==> config.mk <==
export PLATFORM = sky130hd
export DESIGN_NAME = mc_control_unit_flat
export DESIGN_NICKNAME = d
export VERILOG_FILES = /design/src/rtl/mc_control_unit_if.sv /design/src/rtl/mc_control_unit.sv /design/src/flat_wrapper.sv
export SDC_FILE = /design/constraint.sdc
export NUM_CORES = 1
export LEC_CHECK = 0
export ABC_AREA = 1
export CAP_MARGIN = 25
export CORE_AREA = 2 2 39 41
export CTS_CLUSTER_DIAMETER = 100
export DETAILED_ROUTE_END_ITERATION = 8
export DIE_AREA = 0 0 41 43
export DONT_BUFFER_PORTS = 1
export GPL_TIMING_DRIVEN = 0
export PLACE_DENSITY = 0.53
export SLEW_MARGIN = 10
export SYNTH_ARGS = -nofsm -noshare
export SYNTH_HDL_FRONTEND = slang
export SYNTH_SLANG_ARGS = --single-unit
==> constraint.sdc <==
create_clock -name Clk -period 2.8 [get_ports Clk]
set_input_delay 0 -clock Clk [delete_from_list [all_inputs] [get_ports Clk]]
set_output_delay 0 -clock Clk [all_outputs]
set_load 0.01 [all_outputs]
==> src/rtl/mc_control_unit_if.sv <==
// Control bus between the multicycle control unit (master) and the datapath/IR (slave).
// Carries the opcode and memory handshake in, and every datapath strobe out.
interface mc_control_unit_if #(
    parameter int OPW   = 6,
    parameter int ALUSW = 3
);
    logic [OPW-1:0]   opcode;
    logic             MemReady;
    logic             PCWriteCond;
    logic             PCWrite;
    logic             RegRead;
    logic             MemAddr;
    logic             MemWrite;
    logic             IRWrite;
    logic             ALUSrcA;
    logic             RegWrite;
    logic [1:0]       MemtoReg;
    logic [1:0]       BranchCond;
    logic [1:0]       PCSource;
    logic [1:0]       ALUSrcB;
    logic [ALUSW-1:0] ALUSelect;
    logic             Illegal;
    logic [3:0]       State;

    modport master (
        input  opcode, MemReady,
        output PCWriteCond, PCWrite, RegRead, MemAddr, MemWrite, IRWrite, ALUSrcA,
               RegWrite, MemtoReg, BranchCond, PCSource, ALUSrcB, ALUSelect, Illegal, State
    );

    modport slave (
        output opcode, MemReady,
        input  PCWriteCond, PCWrite, RegRead, MemAddr, MemWrite, IRWrite, ALUSrcA,
               RegWrite, MemtoReg, BranchCond, PCSource, ALUSrcB, ALUSelect, Illegal, State
    );
endinterface

==> src/rtl/mc_control_unit.sv <==
// Multicycle CPU control unit: Moore FSM with MemReady wait states and ALU-select decode.
// Define MCCTRL_TRAP_EN to trap illegal opcodes; otherwise they execute as a 2-cycle NOP.
module mc_control_unit #(
    parameter int OPW   = 6,
    parameter int ALUSW = 3
) (
    input  logic                Clk,
    input  logic                Reset_n,
    mc_control_unit_if.master   bus
);

    typedef enum logic [3:0] {
        FETCH  = 4'd0,
        DECODE = 4'd1,
        MEMADR = 4'd2,
        MEMRD  = 4'd3,
        MEMWB  = 4'd4,
        MEMWR  = 4'd5,
        EXEC   = 4'd6,
        ALUWB  = 4'd7,
        BRANCH = 4'd8,
`ifdef MCCTRL_TRAP_EN
        JUMP   = 4'd9,
        TRAP   = 4'd10
`else
        JUMP   = 4'd9
`endif
    } state_t;

    state_t state;

    // Opcode class decode; any set bit above [5] makes the opcode illegal.
    logic       hiZero;
    logic [5:0] op;
    logic       isReg, isImm, isLw, isSw, isBeq, isBne, isJ;

    assign hiZero = ((bus.opcode >> 6) == '0);
    assign op     = bus.opcode[5:0];
    assign isReg  = hiZero && (op[5:3] == 3'b000);
    assign isImm  = hiZero && (op[5:3] == 3'b001);
    assign isLw   = hiZero && (op == 6'h10);
    assign isSw   = hiZero && (op == 6'h11);
    assign isBeq  = hiZero && (op == 6'h12);
    assign isBne  = hiZero && (op == 6'h13);
    assign isJ    = hiZero && (op == 6'h14);

    always_ff @(posedge Clk or negedge Reset_n) begin
        if (!Reset_n) begin
            state <= FETCH;
        end else begin
            case (state)
                FETCH:   if (bus.MemReady) state <= DECODE;
                DECODE: begin
                    if (isReg || isImm)      state <= EXEC;
                    else if (isLw || isSw)   state <= MEMADR;
                    else if (isBeq || isBne) state <= BRANCH;
                    else if (isJ)            state <= JUMP;
`ifdef MCCTRL_TRAP_EN
                    else                     state <= TRAP;
`else
                    else                     state <= FETCH;
`endif
                end
                MEMADR:  state <= isLw ? MEMRD : MEMWR;
                MEMRD:   if (bus.MemReady) state <= MEMWB;
                MEMWR:   if (bus.MemReady) state <= FETCH;
                EXEC:    state <= ALUWB;
                default: state <= FETCH;
            endcase
        end
    end

    always_comb begin
        bus.PCWriteCond = 1'b0;
        bus.PCWrite     = 1'b0;
        bus.RegRead     = 1'b0;
        bus.MemAddr     = 1'b0;
        bus.MemWrite    = 1'b0;
        bus.IRWrite     = 1'b0;
        bus.ALUSrcA     = 1'b0;
        bus.RegWrite    = 1'b0;
        bus.MemtoReg    = 2'b00;
        bus.BranchCond  = 2'b00;
        bus.PCSource    = 2'b00;
        bus.ALUSrcB     = 2'b00;
        bus.ALUSelect   = '0;
        bus.Illegal     = 1'b0;
        case (state)
            FETCH: begin
                bus.ALUSrcB = 2'b01;
                bus.IRWrite = bus.MemReady;
                bus.PCWrite = bus.MemReady;
            end
            DECODE: begin
                bus.RegRead = 1'b1;
                bus.ALUSrcB = 2'b11;
            end
            MEMADR: begin
                bus.ALUSrcA = 1'b1;
                bus.ALUSrcB = 2'b10;
            end
            MEMRD:  bus.MemAddr = 1'b1;
            MEMWB: begin
                bus.RegWrite = 1'b1;
                bus.MemtoReg = 2'b01;
            end
            MEMWR: begin
                bus.MemAddr  = 1'b1;
                bus.MemWrite = 1'b1;
            end
            EXEC: begin
                bus.ALUSrcA   = 1'b1;
                bus.ALUSrcB   = isImm ? 2'b10 : 2'b00;
                bus.ALUSelect = ALUSW'(op[2:0]);
            end
            ALUWB:  bus.RegWrite = 1'b1;
            BRANCH: begin
                bus.ALUSrcA     = 1'b1;
                bus.ALUSelect   = ALUSW'(1);
                bus.PCWriteCond = 1'b1;
                bus.PCSource    = 2'b01;
                bus.BranchCond  = isBne ? 2'b01 : 2'b00;
            end
            JUMP: begin
                bus.PCWrite  = 1'b1;
                bus.PCSource = 2'b10;
            end
`ifdef MCCTRL_TRAP_EN
            TRAP: begin
                bus.PCWrite  = 1'b1;
                bus.PCSource = 2'b11;
                bus.Illegal  = 1'b1;
            end
`endif
            default: ;
        endcase
        // Write strobes stay off while reset is held, even though FETCH follows MemReady.
        if (!Reset_n) begin
            bus.IRWrite = 1'b0;
            bus.PCWrite = 1'b0;
            bus.Illegal = 1'b0;
        end
    end

    assign bus.State = state;

endmodule

==> src/flat_wrapper.sv <==
// flat-port wrapper written by rule: the top's interface ports become plain ports
module mc_control_unit_flat 
#(
    parameter int OPW   = 6,
    parameter int ALUSW = 3
)
  (Clk, Reset_n, bus_opcode, bus_MemReady, bus_PCWriteCond, bus_PCWrite, bus_RegRead, bus_MemAddr, bus_MemWrite, bus_IRWrite, bus_ALUSrcA, bus_RegWrite, bus_MemtoReg, bus_BranchCond, bus_PCSource, bus_ALUSrcB, bus_ALUSelect, bus_Illegal, bus_State);
  mc_control_unit_if #(.OPW(OPW), .ALUSW(ALUSW)) bus_i ();
  input  logic Clk;
  input  logic Reset_n;
  input wire logic [$bits(bus_i.opcode)-1:0] bus_opcode;
  input wire logic [$bits(bus_i.MemReady)-1:0] bus_MemReady;
  output wire logic [$bits(bus_i.PCWriteCond)-1:0] bus_PCWriteCond;
  output wire logic [$bits(bus_i.PCWrite)-1:0] bus_PCWrite;
  output wire logic [$bits(bus_i.RegRead)-1:0] bus_RegRead;
  output wire logic [$bits(bus_i.MemAddr)-1:0] bus_MemAddr;
  output wire logic [$bits(bus_i.MemWrite)-1:0] bus_MemWrite;
  output wire logic [$bits(bus_i.IRWrite)-1:0] bus_IRWrite;
  output wire logic [$bits(bus_i.ALUSrcA)-1:0] bus_ALUSrcA;
  output wire logic [$bits(bus_i.RegWrite)-1:0] bus_RegWrite;
  output wire logic [$bits(bus_i.MemtoReg)-1:0] bus_MemtoReg;
  output wire logic [$bits(bus_i.BranchCond)-1:0] bus_BranchCond;
  output wire logic [$bits(bus_i.PCSource)-1:0] bus_PCSource;
  output wire logic [$bits(bus_i.ALUSrcB)-1:0] bus_ALUSrcB;
  output wire logic [$bits(bus_i.ALUSelect)-1:0] bus_ALUSelect;
  output wire logic [$bits(bus_i.Illegal)-1:0] bus_Illegal;
  output wire logic [$bits(bus_i.State)-1:0] bus_State;
  assign bus_i.opcode = bus_opcode;
  assign bus_i.MemReady = bus_MemReady;
  assign bus_PCWriteCond = bus_i.PCWriteCond;
  assign bus_PCWrite = bus_i.PCWrite;
  assign bus_RegRead = bus_i.RegRead;
  assign bus_MemAddr = bus_i.MemAddr;
  assign bus_MemWrite = bus_i.MemWrite;
  assign bus_IRWrite = bus_i.IRWrite;
  assign bus_ALUSrcA = bus_i.ALUSrcA;
  assign bus_RegWrite = bus_i.RegWrite;
  assign bus_MemtoReg = bus_i.MemtoReg;
  assign bus_BranchCond = bus_i.BranchCond;
  assign bus_PCSource = bus_i.PCSource;
  assign bus_ALUSrcB = bus_i.ALUSrcB;
  assign bus_ALUSelect = bus_i.ALUSelect;
  assign bus_Illegal = bus_i.Illegal;
  assign bus_State = bus_i.State;
  mc_control_unit #(.OPW(OPW), .ALUSW(ALUSW)) u_core (.Clk(Clk), .Reset_n(Reset_n), .bus(bus_i));
endmodule
Word-level counts from Yosys, hierarchy flattened. Cells that the tools add are included.

Output and inout port bits: 24. Input bits: 9. Logic and storage cells: 54. Register bits after elaboration: 4.

Multiplexer cells: 26. Equality and inequality tests: 18. Reductions and logical operators: 9.

Operators with widths (count): 6-bit by 5-bit == test with 1-bit output, second input constant (5); 4-bit two-way mux (7); 4-bit case mux with 6 select lines (1); 4-bit by 3-bit == test with 1-bit output, second input constant (4); 1-bit two-way mux (11); 4-bit by 2-bit == test with 1-bit output, second input constant (2); 4-bit == test, second input constant (2); 2-bit case mux with 4 select lines (1); 2-bit inequality test, second input constant (3); 3-bit case mux with 2 select lines (1); 4-bit by 1-bit == test with 1-bit output, second input constant (1); 4-bit zero test (1); 2-bit two-way mux (2); 2-bit case mux with 2 select lines (1); 2-bit OR reduction (2); 3-bit by 1-bit == test with 1-bit output, second input constant (1); 3-bit zero test (1); 1-bit logical OR (3); 3-bit two-way mux (1); 3-bit AND reduction (1); 3-bit OR reduction (1); 1-bit case mux with 2 select lines (1).

Logic depth before layout (Yosys ltp).
Depth after elaboration: 6. Depth in mapped cells: 9. Mapped depth without buffers: 9.

Worst setup path before layout. No wires, ideal clock.

Path kind: reg2reg. Start: register u_core.state[3] (netlist: u_core.bus.State[3]). End: register u_core.state[2] (netlist: u_core.bus.State[2]). Slack: 1662 ps. Setup time: 65 ps. Clock period less this slack: 1138 ps. Path buffers: 0. Cell stages (with the launch flop): 8. Data required time: 2735 ps. Arrival time: 1074 ps. Cells stage by stage: dfrtp_1 > inv_2 > nand2_2 > nor2_1 > nand2_1 > nand3_1 > nand2_1 > nand2_1.

Cells in the longest elaborated chain, start to end: 3. Elaborated cells between the ends (all ways): 11. Classes of those cells: eq/ne (8); mux (1); reduce/logical (2).

RTL lines: from (decl) (line mc_control_unit.sv:30) `state_t state;`; from (signal assigned) (line mc_control_unit.sv:64) `MEMADR: state <= isLw ? MEMRD : MEMWR;`; 4-bit by 3-bit == test with 1-bit output (tied with other cells) (line mc_control_unit.sv:51) `case (state)`; 2-bit inequality test (no source line); 3-bit AND reduction (no source line).

Parallel ways exist; a longest one is shown, timed or not. A chain may end at the register's enable or synchronous reset.

Final worst setup path.
Start: register u_core.state[1] (netlist: u_core.bus.State[1]). End: output bus_PCSource[0].

Cells in the longest elaborated chain, start to end: 2. Elaborated cells between the ends (all ways): 3. Classes of those cells: eq/ne (2); mux (1).

RTL lines: 4-bit == test (line mc_control_unit.sv:88) `case (state)`; 2-bit case mux with 2 select lines * (line mc_control_unit.sv:88); to (decl) (line flat_wrapper.sv:23) `output wire logic [$bits(bus_i.PCSource)-1:0] bus_PCSource;`.

Every way passes the cells marked *; elsewhere a longest branch is shown, timed or not.

==> impl_metrics.py <==
metrics = {
    "status": {
        "status": "completed",
    },
    "cts": {
        "cts_num_sinks": 4,
        "clk_pin_slew_ns": 0.04,
        "cts_tree": "built",
        "cts_setup_buffers": 0,
        "clockBufferDepth": 2,
        "cts_root_buf": "clkbuf_4",
        "cts_max_level": 1,
        "cts_buffers": 3,
        "ctsResizeCount": 0,
        "clk_latency_ns": 0.23,
    },
    "power_and_ir_drop": {
        "vdd_ir_drop_max_uv": 273,
        "p_sw_frac": 0.539,
        "internal_power_mw": 0.201,
        "leakagePower_nw": 0.358,
        "p_seq_frac": 0.253,
        "switchingPower_mw": 0.236,
        "p_clk_frac": 0.157,
        "power_frac_comb": 0.589,
        "power_density_mw_per_mm2": 736,
        "power_mw": 0.438,
    },
    "cells_and_area": {
        "postLayoutCellArea_sq_um": 594,
        "fillers": 162,
        "largest_reg_flops": 4,
        "nNetsFinal": 113,
        "area_delta_synth_final_pct": 15.6,
        "multi_input_comb_area_sq_um": 317,
        "final_util": 0.429,
        "seq_area_sq_um": 100,
        "final_cells": 118,
        "drive_gt1_frac": 0.206,
        "diodes": 0,
    },
    "sta": {
        "fin_skew_ns": 0.00614,
        "rsz0062_at_grt": "false",
        "period_minus_slack_ns": 1.48,
        "whs_ns": 0.00572,
        "hold_violations": 0,
        "timing.final.crit_share": 0.528,
        "setup_tns_ns": 0,
        "fmaxAchievable_mhz": 676,
        "setup_viol": 0,
        "slew_viol_final": 0,
        "setup_ws_ns": 1.32,
    },
    "floorplanning": {
        "placementRows": 14,
        "die_w_um": 41,
        "core_area_sq_mm": 0.00138,
        "top_level_ports": 33,
        "start_util": 0.372,
        "die_area_sq_mm": 0.00176,
        "die_h_um": 43,
    },
    "place": {
        "place_area_sq_um": 542,
        "dp_slack_ns": 1.50,
        "numPortBuffers": 0,
        "globalplace.congestion": 0.808,
        "place_inst": 112,
        "dp_hpwl_mm": 1.05,
    },
    "routing": {
        "wl_mm": 1.20,
        "drtIter0Drc": 7,
        "ant_nets": 0,
        "vias": 556,
        "wl_per_cell_um": 10.2,
        "drc": 0,
        "dr.pass1.iters": 4,
        "viasPerCell": 4.71,
    },
    "global_route": {
        "grt_max_degree": 9,
        "grt_pass1_wl_mm": 1.79,
        "grt_use_total": 0.148,
        "grt_use_met1": 0.193,
        "antenna_found_initial": 0,
        "top_usage_layer": "met2",
        "met2_usage": 0.231,
        "grt_pass1_vias": 477,
        "use_met3": 0.0262,
        "grt-ovfl-total": 0,
    },
    "worst_setup_path": {
        "slowest_delay_ns": 0.48,
        "critical_path.cell_chain": "nor2_1 > nand3_1 > inv_1 > buf_4",
        "crit_family": "flip-flops",
        "reg2reg_depth": 7,
        "timing.critical_path.buf_inv": 2,
        "crit_path_top_delay_cell": "dfrtp_1",
        "cp.arrival_ns": 1.48,
        "worstSetupEndpointType": "output port",
        "crit_path_start": "u_core.bus.State[1]$_DFFE_PN0P_",
        "cp-start-kind": "flop",
        "cp.required_ns": 2.80,
        "rr_startpoint": "u_core.bus.State[2]$_DFFE_PN0P_",
        "path_class": "reg2out",
        "crit_cells": 4,
        "crit_fanout": 8,
    },
    "synth": {
        "avgSynthCellArea_sq_um": 5.47,
        "synth_cell_type_count": 20,
        "synth_area_sq_um": 514,
        "syn-instance-count": 94,
        "yosysWarnings": 0,
        "synth-seq-cells": 4,
        "synth-seq-area-share": 0.195,
    },
    "worst_hold_path": {
        "worstHoldPathCells": 3,
        "min_from": "bus_opcode[5]",
        "hp-class": "in2reg",
    },
    "job": {
        "cap_violations": 0,
    },
}
==> cell usage after synthesis <==
cell type,number,share of area
a21oi_1,2,0.019
a31oi_1,1,0.012
buf_4,4,0.058
conb_1,1,0.0073
dfrtp_1,4,0.19
inv_1,15,0.11
inv_2,5,0.037
nand2_1,24,0.18
nand2_2,4,0.049
nand3_1,7,0.068
nand3_2,1,0.019
nand3b_1,1,0.015
nor2_1,16,0.12
nor2_2,3,0.037
nor3_1,1,0.0097
nor4_2,1,0.024
o211ai_1,1,0.015
o21ai_0,1,0.0097
o21ai_1,1,0.0097
o21bai_1,1,0.015
==> worst register-to-register path, cell delays in order (launching register included) <==
cell	delay (ns)
dfrtp_1	0.45
inv_2	0.12
nand2_2	0.08
nor2_1	0.28
nand2_1	0.08
nand3_1	0.10
nand2_1	0.05
nand2_1	0.05
==> repair_timing <==
item	CTS	global route
hold buffers	3	0
setup endpoints to repair	0	0
endpoints found under the hold margin	6	0
==> per-layer routing <==
layer / vias to the layer above / share of wire
met5: - / 0
met3: 0 / 0.074
li1: 296 / -
met4: 0 / 0
met2: 23 / 0.50
met1: 237 / 0.42
==> layout make-up <==
class / count / share of cell area
buffer: 4 / 0.0505
clock buffer: 3 / 0.0379
inverter: 20 / 0.126
multi-input combinational: 68 / 0.533
sequential: 4 / 0.168
tap: 16 / 0.0337
timing repair buffer: 3 / 0.0505
==> cell usage in the layout, fill, tap and decap left out, types with 2 or more instances in the layout <==
cell type / count
nand2_2: 4
buf_4: 4
nand2_1: 24
inv_2: 5
nor2_2: 3
a21oi_1: 2
inv_1: 15
dlygate4sd3_1: 3
dfrtp_1: 4
conb_1: 3
nor2_1: 16
clkbuf_4: 3
nand3_1: 7
==> power by group through the flow <==
stage / combinational (mW) / sequential, mW / clock, mW
after CTS: 0.261 / 0.111 / 0.0711
after detailed placement: 0.256 / 0.112 / 0
after floorplan: 0.218 / 0.105 / 0
after global placement: 0.259 / 0.112 / 0
final: 0.258 / 0.111 / 0.0689
after global routing: 0.295 / 0.116 / 0.0734
==> logic make-up after synthesis <==
group           after synthesis  synth area share
buf+inv                      24             0.204
other cells                   1           0.00729
simple gates                 58             0.513
compound gates                7            0.0803
flops                         4             0.195
==> final timing paths <==
path	end	slack (ns)
setup reg to reg	u_core.bus.State[2]$_DFFE_PN0P_	1.52
setup / recovery	bus_PCSource[0]	1.32
max in group asynchronous	u_core.bus.State[3]$_DFFE_PN0P_	2.59
hold reg to reg	u_core.bus.State[1]$_DFFE_PN0P_	0.80
hold / removal	u_core.bus.State[3]$_DFFE_PN0P_	0.006
min in group asynchronous	u_core.bus.State[0]$_DFFE_PN0P_	0.04
(Power assumes the default switching activity.)
